<file path="config.mk">
export PLATFORM = sky130hd
export DESIGN_NAME = ip_tx_hdr_finalize_flat
export DESIGN_NICKNAME = d
export VERILOG_FILES = /design/src/rtl/ip_tx_hdr_finalize_if.sv /design/src/rtl/ip_tx_hdr_finalize.sv /design/src/flat_wrapper.sv
export SDC_FILE = /design/constraint.sdc
export NUM_CORES = 1
export LEC_CHECK = 0
export CORE_AREA = 5 5 238 240
export DETAILED_ROUTE_END_ITERATION = 10
export DIE_AREA = 0 0 243 245
export PLACE_DENSITY_LB_ADDON = 0.08
export RECOVER_POWER = 25
export SYNTH_ARGS = -nofsm -noshare
export SYNTH_HDL_FRONTEND = slang
export SYNTH_SLANG_ARGS = --single-unit
</file>
<file path="constraint.sdc">
create_clock -name i_clk -period 11 [get_ports i_clk]
set_input_delay 2.2 -clock i_clk [delete_from_list [all_inputs] [get_ports i_clk]]
set_output_delay 2.2 -clock i_clk [all_outputs]
set_load 0.05 [all_outputs]
</file>
<file path="src/rtl/ip_tx_hdr_finalize_if.sv">
// IPv4 header + payload bundle between the IP arbitration mux and IP TX.
// Handshake: a header or payload beat transfers on a rising clock edge where
// its valid and ready are both high; a source holds valid and data stable
// until that transfer, and ready may change freely.
interface ip_intf #(
    parameter int DATA_WIDTH = 8,
    parameter int KEEP_WIDTH = DATA_WIDTH / 8,
    parameter int ID_WIDTH   = 8,
    parameter int DEST_WIDTH = 8,
    parameter int USER_WIDTH = 1
);
    logic                  ip_hdr_valid;
    logic                  ip_hdr_ready;
    logic [47:0]           eth_dest_mac;
    logic [47:0]           eth_src_mac;
    logic [15:0]           eth_type;
    logic [3:0]            ip_version;
    logic [3:0]            ip_ihl;
    logic [5:0]            ip_dscp;
    logic [1:0]            ip_ecn;
    logic [15:0]           ip_length;
    logic [15:0]           ip_identification;
    logic [2:0]            ip_flags;
    logic [12:0]           ip_fragment_offset;
    logic [7:0]            ip_ttl;
    logic [7:0]            ip_protocol;
    logic [15:0]           ip_header_checksum;
    logic [31:0]           ip_source_ip;
    logic [31:0]           ip_dest_ip;
    logic [DATA_WIDTH-1:0] ip_payload_axis_tdata;
    logic [KEEP_WIDTH-1:0] ip_payload_axis_tkeep;
    logic                  ip_payload_axis_tvalid;
    logic                  ip_payload_axis_tready;
    logic                  ip_payload_axis_tlast;
    logic [ID_WIDTH-1:0]   ip_payload_axis_tid;
    logic [DEST_WIDTH-1:0] ip_payload_axis_tdest;
    logic [USER_WIDTH-1:0] ip_payload_axis_tuser;

    modport MASTER (
        output ip_hdr_valid, eth_dest_mac, eth_src_mac, eth_type, ip_version, ip_ihl,
               ip_dscp, ip_ecn, ip_length, ip_identification, ip_flags, ip_fragment_offset,
               ip_ttl, ip_protocol, ip_header_checksum, ip_source_ip, ip_dest_ip,
               ip_payload_axis_tdata, ip_payload_axis_tkeep, ip_payload_axis_tvalid,
               ip_payload_axis_tlast, ip_payload_axis_tid, ip_payload_axis_tdest,
               ip_payload_axis_tuser,
        input  ip_hdr_ready, ip_payload_axis_tready
    );

    modport SLAVE (
        input  ip_hdr_valid, eth_dest_mac, eth_src_mac, eth_type, ip_version, ip_ihl,
               ip_dscp, ip_ecn, ip_length, ip_identification, ip_flags, ip_fragment_offset,
               ip_ttl, ip_protocol, ip_header_checksum, ip_source_ip, ip_dest_ip,
               ip_payload_axis_tdata, ip_payload_axis_tkeep, ip_payload_axis_tvalid,
               ip_payload_axis_tlast, ip_payload_axis_tid, ip_payload_axis_tdest,
               ip_payload_axis_tuser,
        output ip_hdr_ready, ip_payload_axis_tready
    );
endinterface

</file>
<file path="src/rtl/ip_tx_hdr_finalize.sv">
// Outbound IPv4 header finalizer: forces version/IHL to 4/5, stamps a rolling
// identification number and recomputes the header checksum. The payload is a
// zero-latency passthrough gated so it stays behind its own header.
module ip_tx_hdr_finalize #(
    parameter int          DATA_WIDTH = 8,
    parameter int          KEEP_WIDTH = DATA_WIDTH / 8,
    parameter int          ID_WIDTH   = 8,
    parameter int          DEST_WIDTH = 8,
    parameter int          USER_WIDTH = 1,
    parameter logic [15:0] ID_INIT    = 16'h0000
) (
    input  logic        i_clk,
    input  logic        i_rst,
    ip_intf.SLAVE       s_ip,
    ip_intf.MASTER      m_ip,
    output logic [2:0]  dbg_state
);
    typedef enum logic [2:0] {
        IDLE    = 3'd0,
        SUM     = 3'd1,
        FOLD    = 3'd2,
        HDR     = 3'd3,
        PAYLOAD = 3'd4
    } state_t;

    localparam int BEAT_W = DATA_WIDTH + KEEP_WIDTH + ID_WIDTH + DEST_WIDTH + USER_WIDTH + 1;

    state_t      state, state_next;
    logic        hdr_accept, hdr_send;

    logic [47:0] dest_mac_r, src_mac_r;
    logic [15:0] eth_type_r;
    logic [3:0]  ver_r, ihl_r;
    logic [5:0]  dscp_r;
    logic [1:0]  ecn_r;
    logic [15:0] length_r, ident_r;
    logic [2:0]  flags_r;
    logic [12:0] frag_r;
    logic [7:0]  ttl_r, proto_r;
    logic [31:0] src_ip_r, dst_ip_r;
    logic [19:0] sum_r;
    logic [15:0] csum_r;
    logic [15:0] id_cnt;

    logic [19:0] sum_words;
    logic [16:0] fold_t;
    logic [15:0] fold_c;
    logic [BEAT_W-1:0] beat;

    assign hdr_accept = (state == IDLE) && s_ip.ip_hdr_valid;
    assign hdr_send   = (state == HDR) && m_ip.ip_hdr_ready;
    assign dbg_state  = state;

    // Ten header words summed wide enough that no carry is lost (10 * 0xFFFF < 2^20).
    assign sum_words = {4'd0, ver_r, ihl_r, dscp_r, ecn_r}
                     + {4'd0, length_r}
                     + {4'd0, ident_r}
                     + {4'd0, flags_r, frag_r}
                     + {4'd0, ttl_r, proto_r}
                     + {4'd0, src_ip_r[31:16]}
                     + {4'd0, src_ip_r[15:0]}
                     + {4'd0, dst_ip_r[31:16]}
                     + {4'd0, dst_ip_r[15:0]};

    // Two end-around-carry folds always reduce a 20-bit sum to 16 bits.
    assign fold_t = {1'b0, sum_r[15:0]} + {13'd0, sum_r[19:16]};
    assign fold_c = fold_t[15:0] + {15'd0, fold_t[16]};

    // State register.
    always_ff @(posedge i_clk or posedge i_rst) begin
        if (i_rst) state <= IDLE;
        else       state <= state_next;
    end

    // Next state and handshake outputs; payload flows only in PAYLOAD.
    always_comb begin
        state_next                  = state;
        s_ip.ip_hdr_ready           = 1'b0;
        m_ip.ip_hdr_valid           = 1'b0;
        m_ip.ip_payload_axis_tvalid = 1'b0;
        s_ip.ip_payload_axis_tready = 1'b0;
        case (state)
            IDLE: begin
                s_ip.ip_hdr_ready = 1'b1;
                if (s_ip.ip_hdr_valid) state_next = SUM;
            end
            SUM:  state_next = FOLD;
            FOLD: state_next = HDR;
            HDR: begin
                m_ip.ip_hdr_valid = 1'b1;
                if (m_ip.ip_hdr_ready) state_next = PAYLOAD;
            end
            PAYLOAD: begin
                m_ip.ip_payload_axis_tvalid = s_ip.ip_payload_axis_tvalid;
                s_ip.ip_payload_axis_tready = m_ip.ip_payload_axis_tready;
                if (s_ip.ip_payload_axis_tvalid && m_ip.ip_payload_axis_tready &&
                    s_ip.ip_payload_axis_tlast)
                    state_next = IDLE;
            end
            default: state_next = IDLE;
        endcase
    end

    // Capture the header with overrides, then run the two checksum stages.
    always_ff @(posedge i_clk or posedge i_rst) begin
        if (i_rst) begin
            dest_mac_r <= '0;
            src_mac_r  <= '0;
            eth_type_r <= '0;
            ver_r      <= '0;
            ihl_r      <= '0;
            dscp_r     <= '0;
            ecn_r      <= '0;
            length_r   <= '0;
            ident_r    <= '0;
            flags_r    <= '0;
            frag_r     <= '0;
            ttl_r      <= '0;
            proto_r    <= '0;
            src_ip_r   <= '0;
            dst_ip_r   <= '0;
            sum_r      <= '0;
            csum_r     <= '0;
        end else begin
            if (hdr_accept) begin
                dest_mac_r <= s_ip.eth_dest_mac;
                src_mac_r  <= s_ip.eth_src_mac;
                eth_type_r <= s_ip.eth_type;
                ver_r      <= 4'd4;
                ihl_r      <= 4'd5;
                dscp_r     <= s_ip.ip_dscp;
                ecn_r      <= s_ip.ip_ecn;
                length_r   <= s_ip.ip_length;
                ident_r    <= id_cnt;
                flags_r    <= s_ip.ip_flags;
                frag_r     <= s_ip.ip_fragment_offset;
                ttl_r      <= s_ip.ip_ttl;
                proto_r    <= s_ip.ip_protocol;
                src_ip_r   <= s_ip.ip_source_ip;
                dst_ip_r   <= s_ip.ip_dest_ip;
            end
            if (state == SUM)  sum_r  <= sum_words;
            if (state == FOLD) csum_r <= ~fold_c;
        end
    end

    // Identification advances only once a header has actually left.
    always_ff @(posedge i_clk or posedge i_rst) begin
        if (i_rst)         id_cnt <= ID_INIT;
        else if (hdr_send) id_cnt <= id_cnt + 16'd1;
    end

    assign m_ip.eth_dest_mac       = dest_mac_r;
    assign m_ip.eth_src_mac        = src_mac_r;
    assign m_ip.eth_type           = eth_type_r;
    assign m_ip.ip_version         = ver_r;
    assign m_ip.ip_ihl             = ihl_r;
    assign m_ip.ip_dscp            = dscp_r;
    assign m_ip.ip_ecn             = ecn_r;
    assign m_ip.ip_length          = length_r;
    assign m_ip.ip_identification  = ident_r;
    assign m_ip.ip_flags           = flags_r;
    assign m_ip.ip_fragment_offset = frag_r;
    assign m_ip.ip_ttl             = ttl_r;
    assign m_ip.ip_protocol        = proto_r;
    assign m_ip.ip_header_checksum = csum_r;
    assign m_ip.ip_source_ip       = src_ip_r;
    assign m_ip.ip_dest_ip         = dst_ip_r;

    // Payload content is wired straight through; only valid/ready are gated.
    assign beat = {s_ip.ip_payload_axis_tdata, s_ip.ip_payload_axis_tkeep,
                   s_ip.ip_payload_axis_tid, s_ip.ip_payload_axis_tdest,
                   s_ip.ip_payload_axis_tuser, s_ip.ip_payload_axis_tlast};
    assign {m_ip.ip_payload_axis_tdata, m_ip.ip_payload_axis_tkeep,
            m_ip.ip_payload_axis_tid, m_ip.ip_payload_axis_tdest,
            m_ip.ip_payload_axis_tuser, m_ip.ip_payload_axis_tlast} = beat;
endmodule

</file>
<file path="src/flat_wrapper.sv">
// flat-port wrapper written by rule: the top's interface ports become plain ports
module ip_tx_hdr_finalize_flat 
#(
    parameter int          DATA_WIDTH = 8,
    parameter int          KEEP_WIDTH = DATA_WIDTH / 8,
    parameter int          ID_WIDTH   = 8,
    parameter int          DEST_WIDTH = 8,
    parameter int          USER_WIDTH = 1,
    parameter logic [15:0] ID_INIT    = 16'h0000
)
  (i_clk, i_rst, dbg_state, s_ip_ip_hdr_valid, s_ip_eth_dest_mac, s_ip_eth_src_mac, s_ip_eth_type, s_ip_ip_version, s_ip_ip_ihl, s_ip_ip_dscp, s_ip_ip_ecn, s_ip_ip_length, s_ip_ip_identification, s_ip_ip_flags, s_ip_ip_fragment_offset, s_ip_ip_ttl, s_ip_ip_protocol, s_ip_ip_header_checksum, s_ip_ip_source_ip, s_ip_ip_dest_ip, s_ip_ip_payload_axis_tdata, s_ip_ip_payload_axis_tkeep, s_ip_ip_payload_axis_tvalid, s_ip_ip_payload_axis_tlast, s_ip_ip_payload_axis_tid, s_ip_ip_payload_axis_tdest, s_ip_ip_payload_axis_tuser, s_ip_ip_hdr_ready, s_ip_ip_payload_axis_tready, m_ip_ip_hdr_valid, m_ip_eth_dest_mac, m_ip_eth_src_mac, m_ip_eth_type, m_ip_ip_version, m_ip_ip_ihl, m_ip_ip_dscp, m_ip_ip_ecn, m_ip_ip_length, m_ip_ip_identification, m_ip_ip_flags, m_ip_ip_fragment_offset, m_ip_ip_ttl, m_ip_ip_protocol, m_ip_ip_header_checksum, m_ip_ip_source_ip, m_ip_ip_dest_ip, m_ip_ip_payload_axis_tdata, m_ip_ip_payload_axis_tkeep, m_ip_ip_payload_axis_tvalid, m_ip_ip_payload_axis_tlast, m_ip_ip_payload_axis_tid, m_ip_ip_payload_axis_tdest, m_ip_ip_payload_axis_tuser, m_ip_ip_hdr_ready, m_ip_ip_payload_axis_tready);
  ip_intf #(.DATA_WIDTH(DATA_WIDTH), .KEEP_WIDTH(KEEP_WIDTH), .ID_WIDTH(ID_WIDTH), .DEST_WIDTH(DEST_WIDTH), .USER_WIDTH(USER_WIDTH)) s_ip_i ();
  ip_intf #(.DATA_WIDTH(DATA_WIDTH), .KEEP_WIDTH(KEEP_WIDTH), .ID_WIDTH(ID_WIDTH), .DEST_WIDTH(DEST_WIDTH), .USER_WIDTH(USER_WIDTH)) m_ip_i ();
  input  logic i_clk;
  input  logic i_rst;
  output logic [2:0] dbg_state;
  input wire logic [$bits(s_ip_i.ip_hdr_valid)-1:0] s_ip_ip_hdr_valid;
  input wire logic [$bits(s_ip_i.eth_dest_mac)-1:0] s_ip_eth_dest_mac;
  input wire logic [$bits(s_ip_i.eth_src_mac)-1:0] s_ip_eth_src_mac;
  input wire logic [$bits(s_ip_i.eth_type)-1:0] s_ip_eth_type;
  input wire logic [$bits(s_ip_i.ip_version)-1:0] s_ip_ip_version;
  input wire logic [$bits(s_ip_i.ip_ihl)-1:0] s_ip_ip_ihl;
  input wire logic [$bits(s_ip_i.ip_dscp)-1:0] s_ip_ip_dscp;
  input wire logic [$bits(s_ip_i.ip_ecn)-1:0] s_ip_ip_ecn;
  input wire logic [$bits(s_ip_i.ip_length)-1:0] s_ip_ip_length;
  input wire logic [$bits(s_ip_i.ip_identification)-1:0] s_ip_ip_identification;
  input wire logic [$bits(s_ip_i.ip_flags)-1:0] s_ip_ip_flags;
  input wire logic [$bits(s_ip_i.ip_fragment_offset)-1:0] s_ip_ip_fragment_offset;
  input wire logic [$bits(s_ip_i.ip_ttl)-1:0] s_ip_ip_ttl;
  input wire logic [$bits(s_ip_i.ip_protocol)-1:0] s_ip_ip_protocol;
  input wire logic [$bits(s_ip_i.ip_header_checksum)-1:0] s_ip_ip_header_checksum;
  input wire logic [$bits(s_ip_i.ip_source_ip)-1:0] s_ip_ip_source_ip;
  input wire logic [$bits(s_ip_i.ip_dest_ip)-1:0] s_ip_ip_dest_ip;
  input wire logic [$bits(s_ip_i.ip_payload_axis_tdata)-1:0] s_ip_ip_payload_axis_tdata;
  input wire logic [$bits(s_ip_i.ip_payload_axis_tkeep)-1:0] s_ip_ip_payload_axis_tkeep;
  input wire logic [$bits(s_ip_i.ip_payload_axis_tvalid)-1:0] s_ip_ip_payload_axis_tvalid;
  input wire logic [$bits(s_ip_i.ip_payload_axis_tlast)-1:0] s_ip_ip_payload_axis_tlast;
  input wire logic [$bits(s_ip_i.ip_payload_axis_tid)-1:0] s_ip_ip_payload_axis_tid;
  input wire logic [$bits(s_ip_i.ip_payload_axis_tdest)-1:0] s_ip_ip_payload_axis_tdest;
  input wire logic [$bits(s_ip_i.ip_payload_axis_tuser)-1:0] s_ip_ip_payload_axis_tuser;
  output wire logic [$bits(s_ip_i.ip_hdr_ready)-1:0] s_ip_ip_hdr_ready;
  output wire logic [$bits(s_ip_i.ip_payload_axis_tready)-1:0] s_ip_ip_payload_axis_tready;
  output wire logic [$bits(m_ip_i.ip_hdr_valid)-1:0] m_ip_ip_hdr_valid;
  output wire logic [$bits(m_ip_i.eth_dest_mac)-1:0] m_ip_eth_dest_mac;
  output wire logic [$bits(m_ip_i.eth_src_mac)-1:0] m_ip_eth_src_mac;
  output wire logic [$bits(m_ip_i.eth_type)-1:0] m_ip_eth_type;
  output wire logic [$bits(m_ip_i.ip_version)-1:0] m_ip_ip_version;
  output wire logic [$bits(m_ip_i.ip_ihl)-1:0] m_ip_ip_ihl;
  output wire logic [$bits(m_ip_i.ip_dscp)-1:0] m_ip_ip_dscp;
  output wire logic [$bits(m_ip_i.ip_ecn)-1:0] m_ip_ip_ecn;
  output wire logic [$bits(m_ip_i.ip_length)-1:0] m_ip_ip_length;
  output wire logic [$bits(m_ip_i.ip_identification)-1:0] m_ip_ip_identification;
  output wire logic [$bits(m_ip_i.ip_flags)-1:0] m_ip_ip_flags;
  output wire logic [$bits(m_ip_i.ip_fragment_offset)-1:0] m_ip_ip_fragment_offset;
  output wire logic [$bits(m_ip_i.ip_ttl)-1:0] m_ip_ip_ttl;
  output wire logic [$bits(m_ip_i.ip_protocol)-1:0] m_ip_ip_protocol;
  output wire logic [$bits(m_ip_i.ip_header_checksum)-1:0] m_ip_ip_header_checksum;
  output wire logic [$bits(m_ip_i.ip_source_ip)-1:0] m_ip_ip_source_ip;
  output wire logic [$bits(m_ip_i.ip_dest_ip)-1:0] m_ip_ip_dest_ip;
  output wire logic [$bits(m_ip_i.ip_payload_axis_tdata)-1:0] m_ip_ip_payload_axis_tdata;
  output wire logic [$bits(m_ip_i.ip_payload_axis_tkeep)-1:0] m_ip_ip_payload_axis_tkeep;
  output wire logic [$bits(m_ip_i.ip_payload_axis_tvalid)-1:0] m_ip_ip_payload_axis_tvalid;
  output wire logic [$bits(m_ip_i.ip_payload_axis_tlast)-1:0] m_ip_ip_payload_axis_tlast;
  output wire logic [$bits(m_ip_i.ip_payload_axis_tid)-1:0] m_ip_ip_payload_axis_tid;
  output wire logic [$bits(m_ip_i.ip_payload_axis_tdest)-1:0] m_ip_ip_payload_axis_tdest;
  output wire logic [$bits(m_ip_i.ip_payload_axis_tuser)-1:0] m_ip_ip_payload_axis_tuser;
  input wire logic [$bits(m_ip_i.ip_hdr_ready)-1:0] m_ip_ip_hdr_ready;
  input wire logic [$bits(m_ip_i.ip_payload_axis_tready)-1:0] m_ip_ip_payload_axis_tready;
  assign s_ip_i.ip_hdr_valid = s_ip_ip_hdr_valid;
  assign s_ip_i.eth_dest_mac = s_ip_eth_dest_mac;
  assign s_ip_i.eth_src_mac = s_ip_eth_src_mac;
  assign s_ip_i.eth_type = s_ip_eth_type;
  assign s_ip_i.ip_version = s_ip_ip_version;
  assign s_ip_i.ip_ihl = s_ip_ip_ihl;
  assign s_ip_i.ip_dscp = s_ip_ip_dscp;
  assign s_ip_i.ip_ecn = s_ip_ip_ecn;
  assign s_ip_i.ip_length = s_ip_ip_length;
  assign s_ip_i.ip_identification = s_ip_ip_identification;
  assign s_ip_i.ip_flags = s_ip_ip_flags;
  assign s_ip_i.ip_fragment_offset = s_ip_ip_fragment_offset;
  assign s_ip_i.ip_ttl = s_ip_ip_ttl;
  assign s_ip_i.ip_protocol = s_ip_ip_protocol;
  assign s_ip_i.ip_header_checksum = s_ip_ip_header_checksum;
  assign s_ip_i.ip_source_ip = s_ip_ip_source_ip;
  assign s_ip_i.ip_dest_ip = s_ip_ip_dest_ip;
  assign s_ip_i.ip_payload_axis_tdata = s_ip_ip_payload_axis_tdata;
  assign s_ip_i.ip_payload_axis_tkeep = s_ip_ip_payload_axis_tkeep;
  assign s_ip_i.ip_payload_axis_tvalid = s_ip_ip_payload_axis_tvalid;
  assign s_ip_i.ip_payload_axis_tlast = s_ip_ip_payload_axis_tlast;
  assign s_ip_i.ip_payload_axis_tid = s_ip_ip_payload_axis_tid;
  assign s_ip_i.ip_payload_axis_tdest = s_ip_ip_payload_axis_tdest;
  assign s_ip_i.ip_payload_axis_tuser = s_ip_ip_payload_axis_tuser;
  assign s_ip_ip_hdr_ready = s_ip_i.ip_hdr_ready;
  assign s_ip_ip_payload_axis_tready = s_ip_i.ip_payload_axis_tready;
  assign m_ip_ip_hdr_valid = m_ip_i.ip_hdr_valid;
  assign m_ip_eth_dest_mac = m_ip_i.eth_dest_mac;
  assign m_ip_eth_src_mac = m_ip_i.eth_src_mac;
  assign m_ip_eth_type = m_ip_i.eth_type;
  assign m_ip_ip_version = m_ip_i.ip_version;
  assign m_ip_ip_ihl = m_ip_i.ip_ihl;
  assign m_ip_ip_dscp = m_ip_i.ip_dscp;
  assign m_ip_ip_ecn = m_ip_i.ip_ecn;
  assign m_ip_ip_length = m_ip_i.ip_length;
  assign m_ip_ip_identification = m_ip_i.ip_identification;
  assign m_ip_ip_flags = m_ip_i.ip_flags;
  assign m_ip_ip_fragment_offset = m_ip_i.ip_fragment_offset;
  assign m_ip_ip_ttl = m_ip_i.ip_ttl;
  assign m_ip_ip_protocol = m_ip_i.ip_protocol;
  assign m_ip_ip_header_checksum = m_ip_i.ip_header_checksum;
  assign m_ip_ip_source_ip = m_ip_i.ip_source_ip;
  assign m_ip_ip_dest_ip = m_ip_i.ip_dest_ip;
  assign m_ip_ip_payload_axis_tdata = m_ip_i.ip_payload_axis_tdata;
  assign m_ip_ip_payload_axis_tkeep = m_ip_i.ip_payload_axis_tkeep;
  assign m_ip_ip_payload_axis_tvalid = m_ip_i.ip_payload_axis_tvalid;
  assign m_ip_ip_payload_axis_tlast = m_ip_i.ip_payload_axis_tlast;
  assign m_ip_ip_payload_axis_tid = m_ip_i.ip_payload_axis_tid;
  assign m_ip_ip_payload_axis_tdest = m_ip_i.ip_payload_axis_tdest;
  assign m_ip_ip_payload_axis_tuser = m_ip_i.ip_payload_axis_tuser;
  assign m_ip_i.ip_hdr_ready = m_ip_ip_hdr_ready;
  assign m_ip_i.ip_payload_axis_tready = m_ip_ip_payload_axis_tready;
  ip_tx_hdr_finalize #(.DATA_WIDTH(DATA_WIDTH), .KEEP_WIDTH(KEEP_WIDTH), .ID_WIDTH(ID_WIDTH), .DEST_WIDTH(DEST_WIDTH), .USER_WIDTH(USER_WIDTH), .ID_INIT(ID_INIT)) u_core (.i_clk(i_clk), .i_rst(i_rst), .s_ip(s_ip_i), .m_ip(m_ip_i), .dbg_state(dbg_state));
endmodule
</file>
Yosys cells after proc, flatten, opt, wreduce, memory -nomap -nowiden
Cells that the tools add are included.
- bits in registers: 305
- bits of input ports: 305
- word-level logic and storage cells: 52
- add/subtract/negate cells: 11
- equal/unequal tests: 7
- multiplexer cells: 8
- bitwise gates (word level): 1
- reduce and logical (&&, ||, !) cells: 6
- operators with widths (kind ; count):
    20-bit by 16-bit adder with 20-bit output ; 7
    15-bit by 16-bit adder with 17-bit output ; 1
    16-bit by 4-bit adder with 17-bit output ; 1
    16-bit by 1-bit adder with 16-bit output ; 1
    16-bit by 1-bit adder with 16-bit output, second input constant ; 1
    16-bit NOT ; 1
    3-bit case mux with 5 select lines ; 1
    3-bit 2-to-1 mux ; 3
    3-bit by 2-bit == test with 1-bit output, second input constant ; 2
    1-bit logical AND ; 4
    1-bit 2-to-1 mux ; 4
    2-bit != test, second input constant ; 2
    3-bit by 1-bit == test with 1-bit output, second input constant ; 1
    3-bit == test, second input constant ; 1
    3-bit zero test ; 1
    3-bit AND reduction ; 1
    2-bit by 1-bit != test with 1-bit output, second input constant ; 1

Depth between registers and ports, before layout
- depth after elaboration: 8
- mapped depth: 25
- depth with buffers taken out: 25

Worst setup path before layout
Ideal clock, no wire load.
- kind: reg2reg
- start: register u_core.ecn_r[1] (netlist: u_core.m_ip.ip_ecn[1])
- end: register u_core.sum_r[18]
- arrival time: 6.063 ns
- required time: 10.866 ns
- slack: 4.803 ns
- cell stages (with the launch flop): 26
- path through: dfrtp_1 > ha_1 > a21o_1 > a21oi_1 > o21bai_1 > a21oi_1 > o21ai_0 > and2_1 > nor2_1 > xnor2_1 > fa_1 > inv_1 > fa_1 > fa_1 > fa_1 > inv_1 > ha_1 > clkbuf_1 > a21o_1 > a21oi_1 > o211ai_1 > o311ai_0 > o21ai_0 > o31ai_1 > xor2_1 > o21ai_0
- longest elaborated chain between the ends: 8
- RTL lines (what ; RTL line ; RTL):
    start, declared ; ip_tx_hdr_finalize.sv:35 ; logic [1:0] ecn_r;
    start signal, assigned ; ip_tx_hdr_finalize.sv:132 ; ecn_r <= s_ip.ip_ecn;
    15-bit by 16-bit adder with 17-bit output ; ip_tx_hdr_finalize.sv:56 ; + {4'd0, length_r}
    20-bit by 16-bit adder with 20-bit output ; ip_tx_hdr_finalize.sv:57 ; + {4'd0, ident_r}
    20-bit by 16-bit adder with 20-bit output ; ip_tx_hdr_finalize.sv:58 ; + {4'd0, flags_r, frag_r}
    20-bit by 16-bit adder with 20-bit output ; ip_tx_hdr_finalize.sv:59 ; + {4'd0, ttl_r, proto_r}
    20-bit by 16-bit adder with 20-bit output ; ip_tx_hdr_finalize.sv:60 ; + {4'd0, src_ip_r[31:16]}
    20-bit by 16-bit adder with 20-bit output ; ip_tx_hdr_finalize.sv:61 ; + {4'd0, src_ip_r[15:0]}
    20-bit by 16-bit adder with 20-bit output ; ip_tx_hdr_finalize.sv:62 ; + {4'd0, dst_ip_r[31:16]}
    20-bit by 16-bit adder with 20-bit output ; ip_tx_hdr_finalize.sv:63 ; + {4'd0, dst_ip_r[15:0]};
    end signal, assigned ; ip_tx_hdr_finalize.sv:142 ; if (state == SUM) sum_r <= sum_words;
    end, declared ; ip_tx_hdr_finalize.sv:41 ; logic [19:0] sum_r;
No other way between the ends.
A chain may end at the register's enable or synchronous reset.

==> impl_metrics.csv <==
group,metric,value,unit
status,outcome,"finished with violations",
status,violations,"capacitance limit, slew limit",
drt,dr.pass1.iters,5,
global_routing,grt_usage,17.3,%
setup_path,worst_setup_path_end_kind,"asynchronous set/reset pin",
setup_path,cp-start-kind,"input port",
placed_design,gp_congestion,0.768,
sta,slew_violations,245,
sta,hold_viol,0,
synth,synth_area_leader_cell,"dfrtp_1",
floorplanning,die_w,243,um
drt,routed_wl,52900,um
cts,htree_levels,2,
setup_path,reg2reg_from,"u_core.m_ip.ip_length[1]",
cts,cts_tree,"yes",
sta,max_freq,145,MHz
sta,slew_headroom,-311,%
setup_path,regToRegSetupSlack,4.28,ns
layout,n_fill_cell,5280,
floorplanning,row_count,86,
setup_path,crit_cells,3,
synth,synth.top_cells.by_count,"dfrtp_1, mux2_2, inv_1, fa_1, nand2_1",
global_routing,grt_pass1_wl,79000,um
floorplanning,pin_count,611,
setup_path,required,11.54,ns
cts,cts-root-buf,"clkbuf_16",
sta,setup_violations,0,
setup_path,cp_num_buf_inv,3,
cts,cts_resized,0,
cts,cts_buffer_depth,3,
drt,ant_nets,0,
cts,cts_setup_buffers,0,
layout,fin_nets,2231,
job,max_cap_viol_count,3,
synth,synthCells,1307,
drt,viasPerCell,4.45,
placed_design,placed_cell_area,21600,um2
floorplanning,die_h,245,um
cts,hold_buffers,0,
setup_path,crit_path_max_fanout,126,
cts,numCtsBuffers,39,
layout,drive_gt1_share,15.5,%
sta,fin_crit_sh,62.9,%
drt,num_vias,11234,
global_routing,antenna_found_initial,10,
synth,ys_ff_latch,304,
layout,design_area,22800,um2
hold_path,min_to,"u_core.m_ip.ip_header_checksum[0]",
synth,synth.yosys.seq_area_share,47.8,%
sta,period_minus_slack,6.92,ns
synth,yosysMostFrequentCell,"dfrtp_1",
setup_path,path_delay_family,"buffers and inverters",
synth,avgSynthCellArea,12.2,um2
synth,synth_edf_count,0,
synth,yosys_warnings,0,
cts,clk_latency,0.56,ns
setup_path,crit_type,"in -> async",
setup_path,r2r-end,"u_core.sum_r[18]",
setup_path,crit_chain,"dlygate4sd3_1 > clkinvlp_2 > buf_4",
floorplanning,dieArea,59500,um2
drt,drtIter0Drc,385,
synth,async_flop_share,100,%
layout,syn_to_final_growth,43.3,%
floorplanning,core,54400,um2
hold_path,hold_path_depth,2,
placed_design,port_buffers,513,
synth,synth_top_area_share,47.8,%
sta,rsz0062_at_grt,"no",
setup_path,rr_worst_depth,24,
cts,clock-sinks,304,
sta,worstMarginPinSlew,6.14,ns
drt,post-route-drc-count,0,
setup_path,cp.arrival,7.46,ns
synth,synthFlopType,"dfrtp_1",
synth,ys_top_cells_by_area,"dfrtp_1, mux2_2, fa_1, inv_1, ha_1",
global_routing,grt_pass1_vias,12379,
synth,synth_cell_types,52,
placed_design,hpwl,41600,um
hold_path,min_from,"u_core.m_ip.ip_header_checksum[0]",
setup_path,max_stage_delay,3.38,ns
hold_path,hold_class,"reg -> reg",
synth,synth_area,15900,um2
global_routing,grt-ovfl-total,0,
sta,fin_skew,0.0228,ns
sta,fin_tns_setup,0,ns
cts,clkTransAtPathRegs,0.05,ns
drt,wl_per_cell,21.0,um
setup_path,cpMaxStageDelayCell,"clkinvlp_2",
global_routing,grt_max_degree,175,
floorplanning,start_util,29.3,%
[worst max path at each step]
stage,slack (ns),startpoint,end
final,4.08,i_rst,u_core.m_ip.eth_src_mac[13]
after global routing,3.08,i_rst,u_core.m_ip.eth_src_mac[14]
after CTS,4.16,u_core.m_ip.ip_length[1],u_core.sum_r[18]
after detailed placement,4.20,u_core.m_ip.ip_length[1],u_core.sum_r[18]
after global placement,4.27,u_core.m_ip.ip_length[1],u_core.sum_r[18]
after floorplan,0.40,i_rst,u_core.dbg_state[0]
[cells in the final DEF (no fill, tap or decap), types with 39 or more instances in the layout]
cell	instances
clkbuf_16	39
xnor2_1	40
dfrtp_1	304
inv_1	148
o21ai_0	89
nand2_1	96
fa_1	97
mux2_2	211
clkdlybuf4s50_1	510
ha_1	39
[registers in the layout (all words and copies together), names as in the netlist, 2 cells and up]
name and cells:
u_core.m_ip.eth_type 16, u_core.m_ip.ip_fragment_offset 13, u_core.id_cnt 16, u_core.m_ip.ip_header_checksum 16, u_core.dbg_state 3, u_core.m_ip.ip_protocol 8
u_core.m_ip.ip_length 16, u_core.m_ip.ip_identification 16, u_core.m_ip.ip_flags 3, u_core.m_ip.ip_ttl 8, u_core.sum_r 20, u_core.m_ip.ip_source_ip 32
u_core.m_ip.ip_dest_ip 32, u_core.m_ip.eth_src_mac 48, u_core.m_ip.ip_ecn 2, u_core.m_ip.ip_dscp 6, u_core.m_ip.eth_dest_mac 48
[metal layers]
metal / share of wire, % / vias to the layer above / track usage (%)
li1: - / 5283 / -
met1: 39 / 5582 / 20.1
met2: 51 / 293 / 30.5
met3: 8.0 / 66 / 6.54
met4: 1.7 / 10 / 3.79
met5: 0.14 / - / 0
[kinds of logic (layout without fill, tap and decap cells)]
group | after synthesis | after routing | synth area share (%)
xor+xnor | 64 | 64 | 3.52
fa+ha+maj | 136 | 136 | 15.3
buf+inv | 231 | 737 | 6.34
flops | 304 | 304 | 47.8
compound gates | 161 | 161 | 5.90
simple gates | 197 | 197 | 6.17
other cells | 1 | 8 | 0.0235
mux | 213 | 213 | 15.0
[tightest hold or removal path, stage by stage, from the launching register on]
cell     delay, ns
dfrtp_1       0.33
nand2_1       0.05
o21ai_0       0.06
[layout make-up]
type	count	area, um2	share of cell area, %
flip-flops and latches	304	7610	33.3
well taps	704	881	3.86
repair buffers	520	5190	22.7
clock buffers	61	1210	5.29
multi-input cells	776	7310	32.0
diodes	3	7.51	0.0329
inverters	149	561	2.46
clock inverters	7	58.8	0.258
[stage by stage]
step | util, % | setup WS (ns) | hold slack, ns | cells
global route | 41.9 | 3.08 | 0.493 | 2521
CTS | 42.0 | 4.16 | 0.481 | 2521
detailed placement | 39.6 | 4.20 | 0.469 | 2453
finish | 41.9 | 4.08 | 0.475 | 2524
floorplan | - | 0.397 | 0.441 | 1311
global placement | 39.6 | 4.27 | 0.459 | 2453
Power is not shown: default switching activity piles up to over one toggle a cycle in this logic, so the estimate is an artifact.
